$ cat config.mk
export PLATFORM = sky130hd
export DESIGN_NAME = keypad_scanner
export DESIGN_NICKNAME = d
export VERILOG_FILES = /design/src/rtl/keypad_scanner.sv
export SDC_FILE = /design/constraint.sdc
export NUM_CORES = 1
export LEC_CHECK = 0
export CAP_MARGIN = 30
export CORE_MARGIN = 4
export CORE_UTILIZATION = 30
export DETAILED_ROUTE_END_ITERATION = 7
export SYNTH_ARGS = -nofsm -noshare
export SYNTH_HDL_FRONTEND = slang
export SYNTH_SLANG_ARGS = --single-unit
$ cat constraint.sdc
create_clock -name clock_100Mhz -period 6.5 [get_ports clock_100Mhz]
set_input_delay 1.3 -clock clock_100Mhz [delete_from_list [all_inputs] [get_ports clock_100Mhz]]
set_output_delay 1.3 -clock clock_100Mhz [all_outputs]
set_load 0.01 [all_outputs]
$ cat src/rtl/keypad_scanner.sv
// keypad_scanner: scans a 4x4 active-low keypad row by row, debounces whole scans, strobes accepted key codes
//   clock_100Mhz, reset       : clock and synchronous active-high reset
//   Row_Drive                 : active-low row strobes, one row low at a time
//   Col_Sense                 : active-low column inputs, already synchronised
//   key_code/key_valid/key_held : last accepted code, one-cycle accept strobe, single-key-held flag
module keypad_scanner #(
    parameter int SCAN_TICKS     = 100000,
    parameter int DEBOUNCE_SCANS = 4
) (
    input  logic       clock_100Mhz,
    input  logic       reset,
    output logic [3:0] Row_Drive,
    input  logic [3:0] Col_Sense,
    output logic [3:0] key_code,
    output logic       key_valid,
    output logic       key_held
);
    localparam int TW = $clog2(SCAN_TICKS);
    localparam int SW = DEBOUNCE_SCANS > 1 ? $clog2(DEBOUNCE_SCANS) : 1;
    localparam logic [TW-1:0] TICK_LAST = TW'(SCAN_TICKS - 1);
    localparam logic [SW-1:0] STABLE_TOP = SW'(DEBOUNCE_SCANS - 1);
    // nibble index is {row, col}; row 0 col 0 sits in the lowest nibble
    localparam logic [63:0] KEY_MAP = 64'hDEF0_C987_B654_A321;
    typedef enum logic [1:0] {NONE, KEY, MULTI} kind_e;
    typedef struct packed {
        kind_e      kind;
        logic [3:0] pos;
    } res_t;
    logic [TW-1:0] tick_q, tick_d;
    logic [1:0]    row_q, row_d;
    kind_e         acc_kind_q, acc_kind_d;
    logic [3:0]    acc_pos_q, acc_pos_d;
    res_t          prev_q, prev_d, deb_q, deb_d;
    logic [SW-1:0] stable_q, stable_d, stable_next;
    logic [3:0]    key_code_q, key_code_d;
    logic          key_valid_q, key_valid_d, key_held_q, key_held_d;
    logic [3:0]    low;
    logic [2:0]    low_n;
    logic [1:0]    col;
    logic          sample, scan_end, accept, is_key;
    kind_e         m_kind;
    logic [3:0]    m_pos;
    res_t          res;
    always_comb begin
        low = ~Col_Sense;
        low_n = 3'(low[0]) + 3'(low[1]) + 3'(low[2]) + 3'(low[3]);
        col = low[3] ? 2'd0 : low[2] ? 2'd1 : low[1] ? 2'd2 : 2'd3;
        sample = tick_q == TICK_LAST;
        scan_end = sample && row_q == 2'd3;
        // merge this row into the running scan result
        m_kind = (acc_kind_q == MULTI || low_n > 3'd1 || (acc_kind_q == KEY && low_n == 3'd1)) ? MULTI :
                 (acc_kind_q == KEY || low_n == 3'd1) ? KEY : NONE;
        m_pos = (acc_kind_q == NONE && low_n == 3'd1) ? {row_q, col} : acc_pos_q;
        // position is zeroed unless a single key so NONE/MULTI compare equal scan to scan
        res.kind = m_kind;
        res.pos = m_kind == KEY ? m_pos : 4'd0;
        tick_d = sample ? '0 : tick_q + 1'b1;
        row_d = sample ? row_q + 2'd1 : row_q;
        acc_kind_d = sample ? (scan_end ? NONE : m_kind) : acc_kind_q;
        acc_pos_d = sample ? (scan_end ? 4'd0 : m_pos) : acc_pos_q;
        stable_next = res == prev_q ? (stable_q == STABLE_TOP ? stable_q : stable_q + 1'b1) : '0;
        accept = scan_end && stable_next == STABLE_TOP && res != deb_q;
        stable_d = scan_end ? stable_next : stable_q;
        prev_d = scan_end ? res : prev_q;
        deb_d = accept ? res : deb_q;
        is_key = res.kind == KEY;
        key_valid_d = accept && is_key;
        key_code_d = (accept && is_key) ? KEY_MAP[{res.pos, 2'b00} +: 4] : key_code_q;
        key_held_d = accept ? is_key : key_held_q;
    end
    always_ff @(posedge clock_100Mhz) begin
        if (reset) begin
            tick_q      <= '0;
            row_q       <= 2'd0;
            acc_kind_q  <= NONE;
            acc_pos_q   <= 4'd0;
            prev_q      <= '{NONE, 4'd0};
            deb_q       <= '{NONE, 4'd0};
            stable_q    <= '0;
            key_code_q  <= 4'd0;
            key_valid_q <= 1'b0;
            key_held_q  <= 1'b0;
        end else begin
            tick_q      <= tick_d;
            row_q       <= row_d;
            acc_kind_q  <= acc_kind_d;
            acc_pos_q   <= acc_pos_d;
            prev_q      <= prev_d;
            deb_q       <= deb_d;
            stable_q    <= stable_d;
            key_code_q  <= key_code_d;
            key_valid_q <= key_valid_d;
            key_held_q  <= key_held_d;
        end
    end
    assign Row_Drive = ~(4'b1000 >> row_q);
    assign key_code  = key_code_q;
    assign key_valid = key_valid_q;
    assign key_held  = key_held_q;
endmodule

* After elaboration in Yosys (flattened, before gate mapping)
Cells that the tools add are included.
** Operators by class
- $add $sub $neg :: 6
- $mul :: 0
- Divide/modulo/power cells :: 0
- Magnitude comparators :: 1
- Eq/ne operators :: 10
- Shifts and indexed selects :: 2
- Muxes and demuxes :: 11
- Bitwise logic cells :: 2
- Reduce and logical (&&, ||, !) cells :: 11
** Operators with widths (count)
- indexed part select 64 x 7 -> 4 bit, first input constant :: 1
- adder 17 x 1 -> 17 bit, second input constant :: 1
- == test 17 bit, second input constant :: 1
- two-way mux 2 bit :: 6
- two-way mux 4 bit :: 3
- == test 2 bit, second input constant :: 4
- NOT 4 bit :: 2
- == test 6 bit :: 1
- logical AND 1 bit :: 6
- != test 6 bit :: 1
- adder 2 x 1 -> 2 bit, second input constant :: 2
- == test 2 x 1 -> 1 bit, second input constant :: 2
- >> shifter 4 x 2 -> 4 bit, first input constant :: 1
- adder 2 x 1 -> 3 bit :: 1
- adder 3 x 1 -> 3 bit :: 1
- == test 3 x 1 -> 1 bit, second input constant :: 1
- > comparator 3 x 1 -> 1 bit, second input constant :: 1
- logical OR 1 bit :: 3
- adder 1 x 1 -> 2 bit :: 1
- zero test 2 bit :: 1
- two-way mux 1 bit :: 2
- OR reduction 2 bit :: 1
** Word-level totals
- Register bits :: 45
- Latch bits :: 0
- Bits in writable memories :: 0
- Bits in read-only memories :: 0
- Input bits :: 6
- Output and inout port bits :: 10
- Word-level logic and storage cells :: 55
- Memories kept :: 0

* Longest topological paths before layout
Gate-level depths: netlist (run 1).
- Word-level depth :: 16
- Depth in mapped cells :: 16
- Mapped depth without buffers :: 15

* Worst setup path after synthesis (run 1)
OpenSTA, ideal clock, no wires.
- Kind :: input to register
- From :: input Col_Sense[0]
- To :: register key_code_q[1] (netlist: key_code[1])
- Setup time :: 130 ps
- Data arrival time :: 4799 ps
- Data required time :: 6370 ps
- Setup slack :: 1571 ps
- Stages :: 14
- Buffers on the path :: 2
- Path through :: fa_1 inv_1 ha_1 inv_1 ha_1 or4b_2 or4_1 o21a_1 buf_2 xnor2_1 or4b_1 clkbuf_2 nor4_1 nor3_1
** On the way
- Longest elaborated chain between the ends :: 16
- Elaborated cells on any way between the ends :: 24
- Classes of those cells :: 3 x add/sub; 1 x order compare; 5 x eq/ne; 1 x shift; 5 x mux; 1 x bitwise; 8 x reduce/logical
** Ends and longest elaborated chain
- start: declaration :: RTL line 13 : input logic [3:0] Col_Sense,
- NOT 4 bit * :: RTL line 45 : low = ~Col_Sense;
- adder 1 x 1 -> 2 bit * :: RTL line 46 : low_n = 3'(low[0]) + 3'(low[1]) + 3'(low[2]) + 3'(low[3]);
- adder 2 x 1 -> 3 bit * :: RTL line 46
- adder 3 x 1 -> 3 bit * :: RTL line 46
- branches (longest 12 deep; another with > comparator 3 x 1 -> 1 bit)
- end signal: assignment :: RTL line 91 : key_code_q <= key_code_d;
- end: declaration :: RTL line 35 : logic [3:0] key_code_q, key_code_d;
Mark *: on every way between the ends.
A chain may end at the register's enable or synchronous reset.

* Final worst setup path (run 1)
- From :: input Col_Sense[3]
- To :: register deb_q[1] (netlist name)
** On the way
- Longest elaborated chain between the ends :: 13
- Elaborated cells on any way between the ends :: 21
- Classes of those cells :: 1 x add/sub; 1 x order compare; 5 x eq/ne; 6 x mux; 1 x bitwise; 7 x reduce/logical
** Ends and longest elaborated chain
- NOT 4 bit * :: RTL line 45
- adder 3 x 1 -> 3 bit :: RTL line 46
- > comparator 3 x 1 -> 1 bit / == test 3 x 1 -> 1 bit (equally long branches) :: RTL line 51, 52, 53
- logical OR 1 bit, or another cell as far along :: RTL line 51 : m_kind = (acc_kind_q == MULTI || low_n > 3'd1 || (acc_kind_q == KEY && low_n == 3'd1)) ? MULTI :
- logical OR 1 bit / two-way mux 1 bit (equally long branches) :: RTL line 51, 52
- two-way mux 2 bit :: RTL line 51
- == test 2 x 1 -> 1 bit :: RTL line 56 : res.pos = m_kind == KEY ? m_pos : 4'd0;
- two-way mux 4 bit :: RTL line 56
- == test 6 bit :: RTL line 61 : stable_next = res == prev_q ? (stable_q == STABLE_TOP ? stable_q : stable_q + 1'b1) : '0;
- two-way mux 2 bit :: RTL line 61
- == test 2 bit :: RTL line 62 : accept = scan_end && stable_next == STABLE_TOP && res != deb_q;
- logical AND 1 bit (2 in series) :: RTL line 62
- end signal: assignment :: RTL line 78 : deb_q <= '{NONE, 4'd0};
- end: declaration :: RTL line 33 : res_t prev_q, prev_d, deb_q, deb_d;
Every way passes the cells marked *; elsewhere a longest branch is shown, timed or not.

==> impl_metrics.csv, run 1 <==
group,metric,value,unit
setup_path,worst_path_dominant_cell_family,"simple AND/OR/NAND/NOR gates",
yosys,yosysSeqAreaShare,0.320,
floorplan,die_area,10800,um2
setup_path,setup.worst_path.end_class,"register",
clock_tree,numCtsBuffers,5,
detailed_routing,wl,6750,um
grt,grt_max_degree,23,
sta,slew_headroom,0.450,
min_path,holdPathStages,1,
clock_tree,cts_tree,"built",
power,max-vdd-ir-drop,0.113,mV
yosys,async_flop_share,0,
sta,drv_slew,0,
yosys,synth-edff-count,0,
placement,portBuffers,15,
floorplan,rows,34,
layout,syn_to_final_growth,12.8,%
clock_tree,postCtsSetupBuffers,0,
detailed_routing,drtAntennaViolNets,0,
run_status,status,"finished clean",
detailed_routing,via_count,2497,
setup_path,cp.required,6.73,ns
power,power_density,183,nW/um2
clock_tree,cts.clk_slew.worst_paths,0.09,ns
grt,grt_pass1_vias,2417,
yosys,synthDistinctLibCells,63,
clock_tree,cts_buffer_depth,2,
min_path,holdCritStartpoint,"tick_q[0]",
detailed_routing,drt_pass1_iterations,4,
setup_path,ff2ff_path_depth,7,
grt,grt_pass1_wl,11600,um
layout,diodes,0,
layout,final_cell_mix,"nand2_1 (47), dfxtp_1 (44), nor2_1 (32)",
yosys,avgSynthCellArea,7.87,um2
layout,final_util,0.351,
placement,dp_hpwl,5030,um
sta,grt_setup_unrepaired,"no",
layout,final_common_cell,"nand2_1",
setup_path,slowest_delay,0.71,ns
setup_path,cp_slowest_cell,"or4b_2",
sta,worstMarginPinSlew,0.816,ns
floorplan,start_util,0.311,
sta,max_freq,0.184,GHz
placement,routabilityCongestion,0.895,
detailed_routing,via_per_inst,5.34,
floorplan,num_io_pins,16,
yosys,synthesis.area,2760,um2
setup_path,cp_max_fo,6,
yosys,ys_ff_latch,44,
yosys,syn-num-nets,369,
detailed_routing,drtIter0Drc,132,
layout,ff_latch_area,881,um2
sta,min_period_over_period,0.835,
layout,drive_gt1_frac,0.0500,
detailed_routing,drcViolationCount,0,
clock_tree,htree_levels,2,
yosys,synthFlopType,"dfxtp_1",
floorplan,die_h,104,um
placement,placed_area,2990,um2
setup_path,reg2reg_from,"acc_kind_q[0]",
power,p_leak,1.06,nW
clock_tree,post_cts_resized,0,
floorplan,die-width,104,um
sta,timing.final.hold_violations,0,
layout,final_design_area_no_fill,3110,um2
job,maxCapViolCount,0,
sta,finalSetupViolations,0,
clock_tree,clk_latency,0.30,ns
sta,fin_setup_tns,0,ns
clock_tree,cts_sinks,44,
yosys,synthCells,350,
min_path,hp-class,"register to register",
setup_path,path_buf_inv,3,
setup_path,startpoint_type,"primary input",
layout,fillCellCount,932,
setup_path,worstPathCellList,"clkdlybuf4s50_1, fa_1, inv_1, ha_1, inv_1, ha_1, or4b_2, or4_1, o21a_1, xnor2_1, nor4b_4, o2111a_1, mux2i_1",
layout,num-nets-final,378,
clock_tree,cts_hold_buf,0,
setup_path,timing.critical_path.from,"Col_Sense[3]",
setup_path,worstPathArrival,5.66,ns
detailed_routing,wl_per_cell,14.4,um
layout,multi_input_area,1750,um2
setup_path,crit_cells,13,
floorplan,core_area,8850,um2
sta,fin_skew,0.00558,ns
sta,finalCriticalPeriod,5.42,ns
setup_path,path_class,"primary input to register",
yosys,yosysWarnings,0,
grt,grt-ovfl-total,0,
grt,antenna_found_initial,0,
grt,track_usage,0.127,
clock_tree,ctsRootBufferMaster,"clkbuf_8",
## sequential cells by signal, indices dropped and copies added (netlist names)
| signal | cells |
|---|---|
| acc_kind_q | 2 |
| acc_pos_q | 4 |
| deb_q | 6 |
| key_code | 4 |
| key_valid | 1 |
| prev_q | 6 |
| row_q | 2 |
| stable_q | 2 |
| tick_q | 17 |
## cell usage after synthesis, types with 2 or more instances
cell type  instances  share of area
clkbuf_1           9          0.012
nor4b_1            4          0.013
or4_1              2         0.0054
o31ai_1            3         0.0082
inv_1             16          0.022
nand3_1           15          0.027
or3b_1             2         0.0064
nor2_1            32          0.044
and3_1             9          0.020
nand2_1           47          0.064
or2_2              2         0.0045
nor3_1            11          0.020
ha_1              12          0.054
o21a_1             2         0.0054
a31oi_1            2         0.0045
xor2_1             9          0.029
and3b_1            3         0.0095
dfxtp_1           44           0.32
nand4_1            6          0.014
a211oi_1           3         0.0082
o21ai_0           17          0.031
nor4_1             5          0.011
a21oi_1           18          0.033
or3_1              4         0.0091
o2111ai_1          2         0.0064
nand2b_1           6          0.014
mux2i_1            9          0.033
or3_2              2         0.0054
nor3b_1            2         0.0054
buf_2              3         0.0054
o21ai_1            2         0.0036
and2_1             6          0.014
xnor2_1           11          0.035
## where the power goes
group,leakage (nW),internal [W],switching [W]
Combinational,0.639,0.0000271,0.0000456
Clock,0.0614,0.000126,0.0000975
Sequential,0.355,0.000271,0.00000152
## metal layers
layer | up-vias | track usage | part of all wire
li1 | 1252 | - | -
met1 | 1182 | 0.181 | 0.52
met2 | 56 | 0.191 | 0.43
met3 | 7 | 0.0205 | 0.035
met4 | 0 | 0.0522 | 0.015
met5 | - | 0 | 0
## worst paths after layout
path                to  slack [ns]
min reg2reg  tick_q[0]        0.46
min          tick_q[0]        0.46
max           deb_q[1]        1.08
max reg2reg   deb_q[1]        3.14
## metrics by stage
step | hold slack (ns) | total power (W) | instances | worst slack, ns
after floorplan | 0.418 | 0.000334 | 350 | 1.57
after global placement | 0.427 | 0.000349 | 460 | 0.897
after detailed placement | 0.438 | 0.000350 | 460 | 0.793
after CTS | 0.458 | 0.000574 | 468 | 1.09
after global routing | 0.495 | 0.000592 | 468 | 0.846
final | 0.460 | 0.000568 | 468 | 1.08
## area by class of cell
cell class	count	share of cell area
clock buffers	6	0.0266
clock inverters	2	0.0125
inverters	16	0.0193
multi-input cells	275	0.562
flip-flops and latches	44	0.283
well taps	108	0.0435
repair buffers	17	0.0531
## kinds of logic after synthesis
kind of cell / synth area share
and+or+nand+nor: 0.316
AOI/OAI and AO/OA: 0.152
DFF: 0.320
buffers and inverters: 0.0468
xor gates and xnor gates: 0.0636
adders and majority gates: 0.0654
muxes: 0.0368
## worst register-to-register path, cell delays in order (launching register included)
cell and delay, ns:
dfxtp_1 0.45, or4b_2 0.81, or4_1 0.51, o21a_1 0.21
xnor2_1 0.21, nor4b_4 0.41, o2111a_1 0.46, mux2i_1 0.23
Note: power is estimated with default switching activity, not from simulation.
==> run 2: changes to the inputs <==
Clock period 6.5 ns to 5.4 ns, I/O delays scaled along.
==> impl_metrics.csv, run 2 (same netlist as run 1, synthesis figures left out) <==
group,metric,value,unit
floorplan,die_h,104,um
clock_tree,post_cts_resized,0,
power,power_density,217,nW/um2
sta,fin_skew,0.0108,ns
clock_tree,cts.clk_slew.worst_paths,0.08,ns
setup_path,slowest_delay,0.64,ns
layout,fillCellCount,942,
detailed_routing,drtIter0Drc,118,
detailed_routing,wl_per_cell,14.1,um
layout,drive_gt1_frac,0.0681,
sta,finalSetupViolations,0,
layout,largest_register_ffs,17,
layout,final_cell_mix,"nand2_1 (47), dfxtp_1 (44), nor2_1 (32)",
setup_path,startpoint_type,"primary input",
grt,grt_pass1_vias,2388,
setup_path,timing.critical_path.from,"Col_Sense[1]",
layout,final_common_cell,"nand2_1",
placement,portBuffers,15,
layout,final_util,0.357,
sta,hold_ws,0.454,ns
layout,num-nets-final,385,
detailed_routing,via_per_inst,5.23,
detailed_routing,drcViolationCount,0,
floorplan,die_area,10800,um2
grt,track_usage,0.125,
placement,place_ws,0.133,ns
floorplan,num_io_pins,16,
grt,antenna_found_initial,0,
layout,syn_to_final_growth,14.7,%
sta,timing.final.hold_violations,0,
setup_path,crit_end,"key_code[1]",
power,totalPowerFinal,0.000687,W
clock_tree,cts_tree,"built",
detailed_routing,drt_pass1_iterations,4,
setup_path,worstPathCellList,"clkdlybuf4s50_1, fa_1, inv_1, ha_1, inv_1, ha_1, or4b_2, or4_1, o21a_1, xnor2_1, or4b_1, nor4_1, nor3_1",
setup_path,cp_slowest_cell,"or4b_2",
detailed_routing,via_count,2486,
floorplan,rows,34,
setup_path,path_class,"primary input to register",
job,maxCapViolCount,0,
setup_path,setup.worst_path.end_class,"register",
setup_path,crit_cells,13,
setup_path,r2r_slack,2.18,ns
layout,top_register,"tick_q",
setup_path,cp.required,5.58,ns
sta,slew_headroom,0.509,
sta,timing.final.ws_setup,0.401,ns
detailed_routing,wl,6690,um
sta,max_freq,0.200,GHz
grt,grt_pass1_wl,11400,um
min_path,hp-class,"register to register",
grt,grt_max_degree,23,
detailed_routing,drtAntennaViolNets,0,
sta,worstMarginPinSlew,0.729,ns
sta,fin_setup_tns,0,ns
sta,finalCriticalPeriod,5.00,ns
clock_tree,cts_hold_buf,0,
min_path,holdPathStages,1,
setup_path,worstPathArrival,5.17,ns
sta,drv_slew,0,
placement,dp_hpwl,5120,um
setup_path,r2r-end,"key_code[1]",
floorplan,start_util,0.311,
layout,diodes,0,
clock_tree,ctsRootBufferMaster,"clkbuf_8",
setup_path,path_buf_inv,3,
clock_tree,htree_levels,2,
placement,routabilityCongestion,0.891,
clock_tree,postCtsSetupBuffers,0,
floorplan,core_area,8850,um2
sta,grt_setup_unrepaired,"no",
layout,reg_top3,"tick_q: 17 flops, deb_q: 6 flops, prev_q: 6 flops",
clock_tree,cts_sinks,44,
grt,grt-ovfl-total,0,
power,max-vdd-ir-drop,0.115,mV
floorplan,die-width,104,um
sta,min_period_over_period,0.926,
setup_path,reg2reg_from,"acc_kind_q[0]",
clock_tree,numCtsBuffers,5,
clock_tree,clk_latency,0.30,ns
clock_tree,cts_buffer_depth,2,
power,p_leak,1.09,nW
setup_path,worst_path_dominant_cell_family,"simple AND/OR/NAND/NOR gates",
run_status,status,"finished clean",
setup_path,ff2ff_path_depth,7,
setup_path,cp_max_fo,6,
## run 2: per-stage QoR
step	std cells	area, um2
CTS	475	3160
global route	475	3160
finish	475	3160
global placement	467	3040
detailed placement	467	3040
floorplan	350	2760
## run 2: layout make-up
cell class,count,area [um2],share of cell area
Inverter,16,60.1,0.0190
Timing Repair Buffer,24,218,0.0689
Clock inverter,2,38.8,0.0123
Clock buffer,6,82.6,0.0261
Sequential cell,44,881,0.279
Tap cell,108,135,0.0428
Multi-Input combinational cell,275,1750,0.552
## run 2: routing by layer
| metal | track usage | vias up | part of all wire |
|---|---|---|---|
| met4 | 0.0427 | 0 | 0.022 |
| met1 | 0.169 | 1155 | 0.49 |
| met3 | 0.0193 | 11 | 0.037 |
| met2 | 0.203 | 52 | 0.45 |
| li1 | - | 1268 | - |
| met5 | 0 | - | 0 |
## run 2: worst min path at each step
stage | from | to | slack [ns]
after floorplan | tick_q[0] | tick_q[0] | 0.42
after global placement | tick_q[0] | tick_q[0] | 0.44
after detailed placement | tick_q[0] | tick_q[0] | 0.44
after CTS | tick_q[0] | tick_q[0] | 0.46
after global routing | tick_q[0] | tick_q[0] | 0.50
final | tick_q[0] | tick_q[0] | 0.45
## run 2: power by group
part	total [W]	leakage, nW	internal (W)	switching [W]
clock	0.000265	0.0614	0.000151	0.000114
sequential	0.000328	0.355	0.000326	0.00000175
combinational	0.0000943	0.671	0.0000386	0.0000558
total	0.000687	1.09	0.000516	0.000171
## run 2: worst register-to-register path, delay by kind of cell (launching register included)
kind                      cells  cell delay (ns)
AOI/OAI and AO/OA             1             0.17
xor gates and xnor gates      1             0.20
DFF                           1             0.45
and+or+nand+nor               5             2.28
==> run 3: changes to the inputs <==
Settings changed: SKIP_LAST_GASP from default to 1.
==> results of run 3 <==
No change in the layout: final DEF, timing and power equal those of run 2.
